### src/rtl/lif_neuron_chain.sv
// Chain of leaky integrate-and-fire neurons: neuron 0 integrates an external current,
// each later neuron receives a fixed synaptic weight when its predecessor spikes.
module lif_neuron_chain #(
    parameter int N_NEURONS  = 4,
    parameter int POT_W      = 8,
    parameter int THRESH     = 200,
    parameter int LEAK_SHIFT = 3,
    parameter int REFRAC     = 4,
    parameter int WEIGHT     = 220
) (
    input  logic                 clk,
    input  logic                 rst_n,
    input  logic                 ena,
    input  logic [POT_W-1:0]     in_current,
    input  logic                 cnt_clr,
    output logic [N_NEURONS-1:0] spikes,
    output logic                 spike_out,
    output logic [7:0]           spike_count
);

    localparam logic [POT_W-1:0] THRESH_V = POT_W'(THRESH);
    localparam logic [POT_W-1:0] WEIGHT_V = POT_W'(WEIGHT);
    localparam logic [3:0]       REFRAC_V = 4'(REFRAC);

    logic [N_NEURONS-1:0] spk_bus;

    for (genvar k = 0; k < N_NEURONS; k++) begin : g_stage
        logic [POT_W-1:0] v_q, v_d;
        logic [POT_W-1:0] syn_in, leak, v_sat;
        logic [POT_W:0]   v_sum;
        logic [3:0]       rc_q, rc_d;
        logic             spk_q, spk_d;

        // One register stage per synapse: neuron k sees the registered spike of k-1.
        if (k == 0) begin : g_head
            assign syn_in = in_current;
        end else begin : g_link
            assign syn_in = spk_bus[k-1] ? WEIGHT_V : '0;
        end

        always_comb begin
            // NOTE: every comb output gets a default first, so no path leaves it unassigned (no latch).
            v_d   = v_q;
            rc_d  = rc_q;
            spk_d = 1'b0;
            leak  = v_q >> LEAK_SHIFT;
            // Leak never exceeds v, so the extra MSB only ever flags an upward overflow.
            v_sum = {1'b0, v_q} - {1'b0, leak} + {1'b0, syn_in};
            v_sat = v_sum[POT_W] ? '1 : v_sum[POT_W-1:0];
            if (ena) begin
                if (rc_q != 4'd0) begin
                    rc_d = rc_q - 4'd1;
                    v_d  = '0;
                end else if (v_sat >= THRESH_V) begin
                    spk_d = 1'b1;
                    v_d   = '0;
                    rc_d  = REFRAC_V;
                end else begin
                    v_d = v_sat;
                end
            end
        end

        // NOTE: state registers use non-blocking assignments so all stages update from pre-edge values.
        always_ff @(posedge clk or negedge rst_n) begin
            if (!rst_n) begin
                v_q   <= '0;
                rc_q  <= '0;
                spk_q <= 1'b0;
            end else begin
                v_q   <= v_d;
                rc_q  <= rc_d;
                spk_q <= spk_d;
            end
        end

        assign spk_bus[k] = spk_q;
    end

    logic [7:0] cnt_q, cnt_d;

    always_comb begin
        cnt_d = cnt_q;
        if (cnt_clr) begin
            cnt_d = '0;
        end else if (ena && spk_bus[N_NEURONS-1] && cnt_q != 8'hFF) begin
            cnt_d = cnt_q + 8'd1;
        end
    end

    always_ff @(posedge clk or negedge rst_n) begin
        if (!rst_n) begin
            cnt_q <= '0;
        end else begin
            cnt_q <= cnt_d;
        end
    end

    assign spikes      = spk_bus;
    assign spike_out   = spk_bus[N_NEURONS-1];
    assign spike_count = cnt_q;

endmodule

### config.mk
export PLATFORM = sky130hd
export DESIGN_NAME = lif_neuron_chain
export DESIGN_NICKNAME = d
export VERILOG_FILES = /design/src/rtl/lif_neuron_chain.sv
export SDC_FILE = /design/constraint.sdc
export NUM_CORES = 1
export LEC_CHECK = 0
export ABC_AREA = 0
export CORE_MARGIN = 2
export CORE_UTILIZATION = 61
export DETAILED_ROUTE_END_ITERATION = 16
export PLACE_DENSITY = 0.92
export SLEW_MARGIN = 20
export SYNTH_ARGS = -nofsm -noshare
export SYNTH_HDL_FRONTEND = slang
export SYNTH_SLANG_ARGS = --single-unit
### constraint.sdc
create_clock -name clk -period 3.7 [get_ports clk]
set_input_delay 0.74 -clock clk [delete_from_list [all_inputs] [get_ports clk]]
set_output_delay 0.74 -clock clk [all_outputs]
set_load 0.005 [all_outputs]
======== Word level (Yosys, flattened, before mapping) ========
Cells that the tools add are included.
W data, S select, Z words.
word-level totals
  register bits after elaboration ......... 60
  output and inout bits ................... 13
  logic and storage cells ................. 83
cells by class
  $add $sub $neg .......................... 13
  order comparisons ....................... 4
  equality and inequality tests ........... 1
  multiplexer cells ....................... 37
  reduce and logical (&&, ||, !) cells .... 15
operator list
  operator               count
  $mux W8                17
  $add A9 B8 Y9          4
  $sub A8 B5 Y9          4
  $ge A8 B8 Y1 const B   4
  $mux W4                8
  $reduce_bool A4 Y1     4
  $sub A4 B1 Y4 const B  4
  $mux W1                12
  $reduce_bool A2 Y1     5
  $add A8 B1 Y8 const B  1
  $ne A8 B8 Y1 const B   1
  $reduce_and A2 Y1      4
  $logic_and A1 B1 Y1    2

======== Logic depth before layout (Yosys ltp) ========
Gate-level depths: netlist of the first run.
  depth after elaboration ................. 7
  depth in mapped cells ................... 12

======== Least setup slack after synthesis of the first run ========
OpenSTA, ideal clock, no wires.
  kind .................................... input port to flip-flop
  start ................................... input port in_current[1]
  end ..................................... register g_stage[0].v_q[0]
  setup time .............................. 0.155 ns
  data arrival time ....................... 3.184 ns
  data required time ...................... 3.545 ns
  slack ................................... 0.361 ns
  stages on the path ...................... 10
  buffers on the path ..................... 0
  cell sequence ........................... inv_1 > fa_1 > inv_1 > fa_1 > a211oi_1 > o21bai_1 > a21oi_1 > xor2_1 > o31ai_1 > o22ai_1
between the ends
  word-level cells in the longest chain between the ends .. 5
RTL lines
  what                    RTL line  RTL
  start: declaration      14        input logic [POT_W-1:0] in_current,
  $add A9 B8 Y9 (*)       48        v_sum = {1'b0, v_q} - {1'b0, leak} + {1'b0, syn_in};
  $mux W8 (*)             49        v_sat = v_sum[POT_W] ? '1 : v_sum[POT_W-1:0];
  $ge A8 B8 Y1            54        end else if (v_sat >= THRESH_V) begin
  $mux W8 (*)             54
  $mux W8 (*)             51        if (rc_q != 4'd0) begin
  end signal: assignment  71        v_q <= v_d;
  end: declaration        28        logic [POT_W-1:0] v_q, v_d;
Every way passes the cells marked *; elsewhere a longest branch is shown, timed or not.
A chain may end at the register's enable or synchronous reset.

======== Worst setup path in the final report of the first run ========
  start ................................... input port in_current[1]
  end ..................................... register g_stage[0].v_q[2]
The elaborated chain is that of the path after synthesis.

==> metrics, run 1 <==
status finished clean; Synth warnings 0; fin crit share 96.9%; cell area after layout 5220 um2; synthesized area 4610 um2; required time of the critical path 3890 ps; DRT iter0 DRCs 192; Util after Layout 71.6%; via count 3712; Post-CTS Setup Inserts 0; Fin Clk Skew 9.78 ps; CP endpoint kind flip-flop; CTS sink count 60; area delta synth->final 13.3%; WL final 9770 um; top_reg_cell synth dfrtp_1; final hold violation count 0; # diodes 0; clk_lat worst skew 340 ps; max-cap viol count 0; register area share after synthesis 32.6%; GP Congestion 0.880; CTS tree built; slew margin rel. 59.9%; Via density 5.82; global-route wire length before repair 17400 um; mean routed wirelength per cell 15.3 um; Worst Tran Pin Value 602 ps; syn avg cell area 9.26 um2; max-slew violations 0; initial antenna violation count 0; synthesized flop and latch total 60; most frequent cells in the layout 98 x inv_1, 60 x dfrtp_1, 46 x ha_1; FMAX 0.279 GHz; RSZ-0062 raised after global routing yes; CTS max path bufs 2; grt ovf 0; Die H 90.9 um; worst hold-check path type in2async; Post-synth ARST share 100%; Core Area 7290 um2; share of cells above drive strength 1 7.42%; largest net degree at the start of global routing 49; nets@finish 609; crit path DAT 3770 ps; Worst setup SP type input port; Die Wd 90.9 um; Min Hold Slack 399 ps; Root Buffer Master clkbuf_8; Net Count, Synth 573; vias in the first global route 3870; Antenna Violating Nets Remaining 0; Final min period 3580 ps; DIE AREA 8270 um2; H-tree Lvls 3; final setup vio count 0; top cells by area, synth dfrtp_1 33%, ha_1 12%, inv_1 8.0%, fa_1 7.4%, a21o_1 3.3%; Post-Place Worst Slack -372 ps; critical path peak fanout 6; DP HPWL 7510 um; Rows 31; GR Util All Layers 25.8%; CP Class in2reg; commonest non-fill, non-tap cell in the layout inv_1; EDFF count, synth 0; area leader, netlist dfrtp_1; TritonCTS buffer count 9; cells after synthesis 498; synth unique cells 58; Port Buffers 24; drt pass-1 iters 4; Clk pin slew, worst setup/hold paths 70 ps; placed cell area 4990 um2; effective utilization at floorplan 63.2%; Top Ports 25; Worst Setup Slack, final 116 ps; drt drc 0; post-synth top area share 32.6%
layer usage:
layer,up-vias,wire [um],GRT usage (%)
li1,1804,-,-
met1,1816,4250,31.7
met2,71,5050,45.3
met3,21,275,4.34
met4,0,197,9.60
met5,-,0,0
metrics by stage:
stage               cells  setup TNS [ps]
floorplan             498               0
global placement      622           -1200
detailed placement    622           -2340
CTS                   638               0
global route          638           -27.2
finish                638               0
repair_timing:
item	in CTS	in global routing
resized for setup	1	1
endpoints found under the setup margin	1	4
hold buffers	0	0
cloned	0	0
pin swaps	0	1
worst paths after layout:
kind,from,endpoint,slack [ps],cells past startpoint
max in group asynchronous,rst_n,g_stage[0].rc_q[0],2720,2
max,in_current[1],g_stage[0].v_q[2],120,11
min,rst_n,spike_count[3],400,1
min reg2reg,g_stage[2].rc_q[0],g_stage[2].rc_q[0],490,2
min in group clk,g_stage[2].rc_q[0],g_stage[2].rc_q[0],490,2
max reg2reg,g_stage[2].spk_q,g_stage[3].v_q[6],440,10
critical path, cell delays in order:
cell	delay (ps)
clkdlybuf4s50_1	480
inv_1	60
fa_1	520
inv_1	70
fa_1	450
a211oi_1	330
o21bai_1	120
a21oi_1	240
xor2_1	140
o31ai_2	450
o22ai_1	170
synthesized netlist by cell type (4+ instances only):
library cell / count
and2_1: 5
fa_1: 17
xor2_1: 10
nand2_1: 18
o22ai_2: 6
nor3_1: 17
a211o_1: 4
nand3_1: 4
nor2_1: 22
o211ai_1: 4
a31oi_1: 5
o21ai_0: 16
dfrtp_1: 60
xnor2_1: 14
o21ai_1: 6
buf_4: 4
nand2b_1: 7
nand4_1: 5
inv_1: 98
or3_1: 7
nor2b_1: 5
ha_1: 46
a21o_1: 20
o22ai_1: 15
nor3b_1: 4
a211oi_1: 9
a21oi_1: 20
area by class of cell:
| type | instances | area [um2] |
|---|---|---|
| multi-input combinational | 329 | 2690 |
| fill | 526 | 2070 |
| sequential | 60 | 1500 |
| inverter | 98 | 368 |
| timing repair buffer | 36 | 328 |
| clock buffer | 11 | 141 |
| tap | 99 | 124 |
| clock inverter | 5 | 75.1 |
kinds of logic (layout without fill, tap and decap cells):
logic type	count (synthesis)	after routing	synth area share, %
AO/OA/AOI/OAI	136	136	21.2
flip-flops	60	60	32.6
adder cells (fa/ha/maj)	63	63	19.9
AND/OR/NAND/NOR	104	104	11.9
buffers and inverters	109	150	9.39
XOR/XNOR	24	24	4.56
multiplexers	2	2	0.434
sequential cells by signal, indices dropped and copies added (netlist names):
register and count:
spike_out 1, g_stage.rc_q 16, g_stage.v_q 32, g_stage.spk_q 3
spike_count 8
Power of run 1 is left out: the tool's default activity adds up to more than one toggle a clock period on the data nets, which glitch-free logic cannot reach.
==> run 2: changes to the inputs <==
--- a/config.mk
+++ b/config.mk
@@ -6,6 +6,7 @@
 export NUM_CORES = 1
 export LEC_CHECK = 0
 export ABC_AREA = 0
+export CAP_MARGIN = 0
 export CORE_MARGIN = 2
 export CORE_UTILIZATION = 61
 export DETAILED_ROUTE_END_ITERATION = 16
==> results of run 2 <==
The final DEF is identical to that of run 1; final timing and power are the same.
Power of run 2 is left out for the same reason.
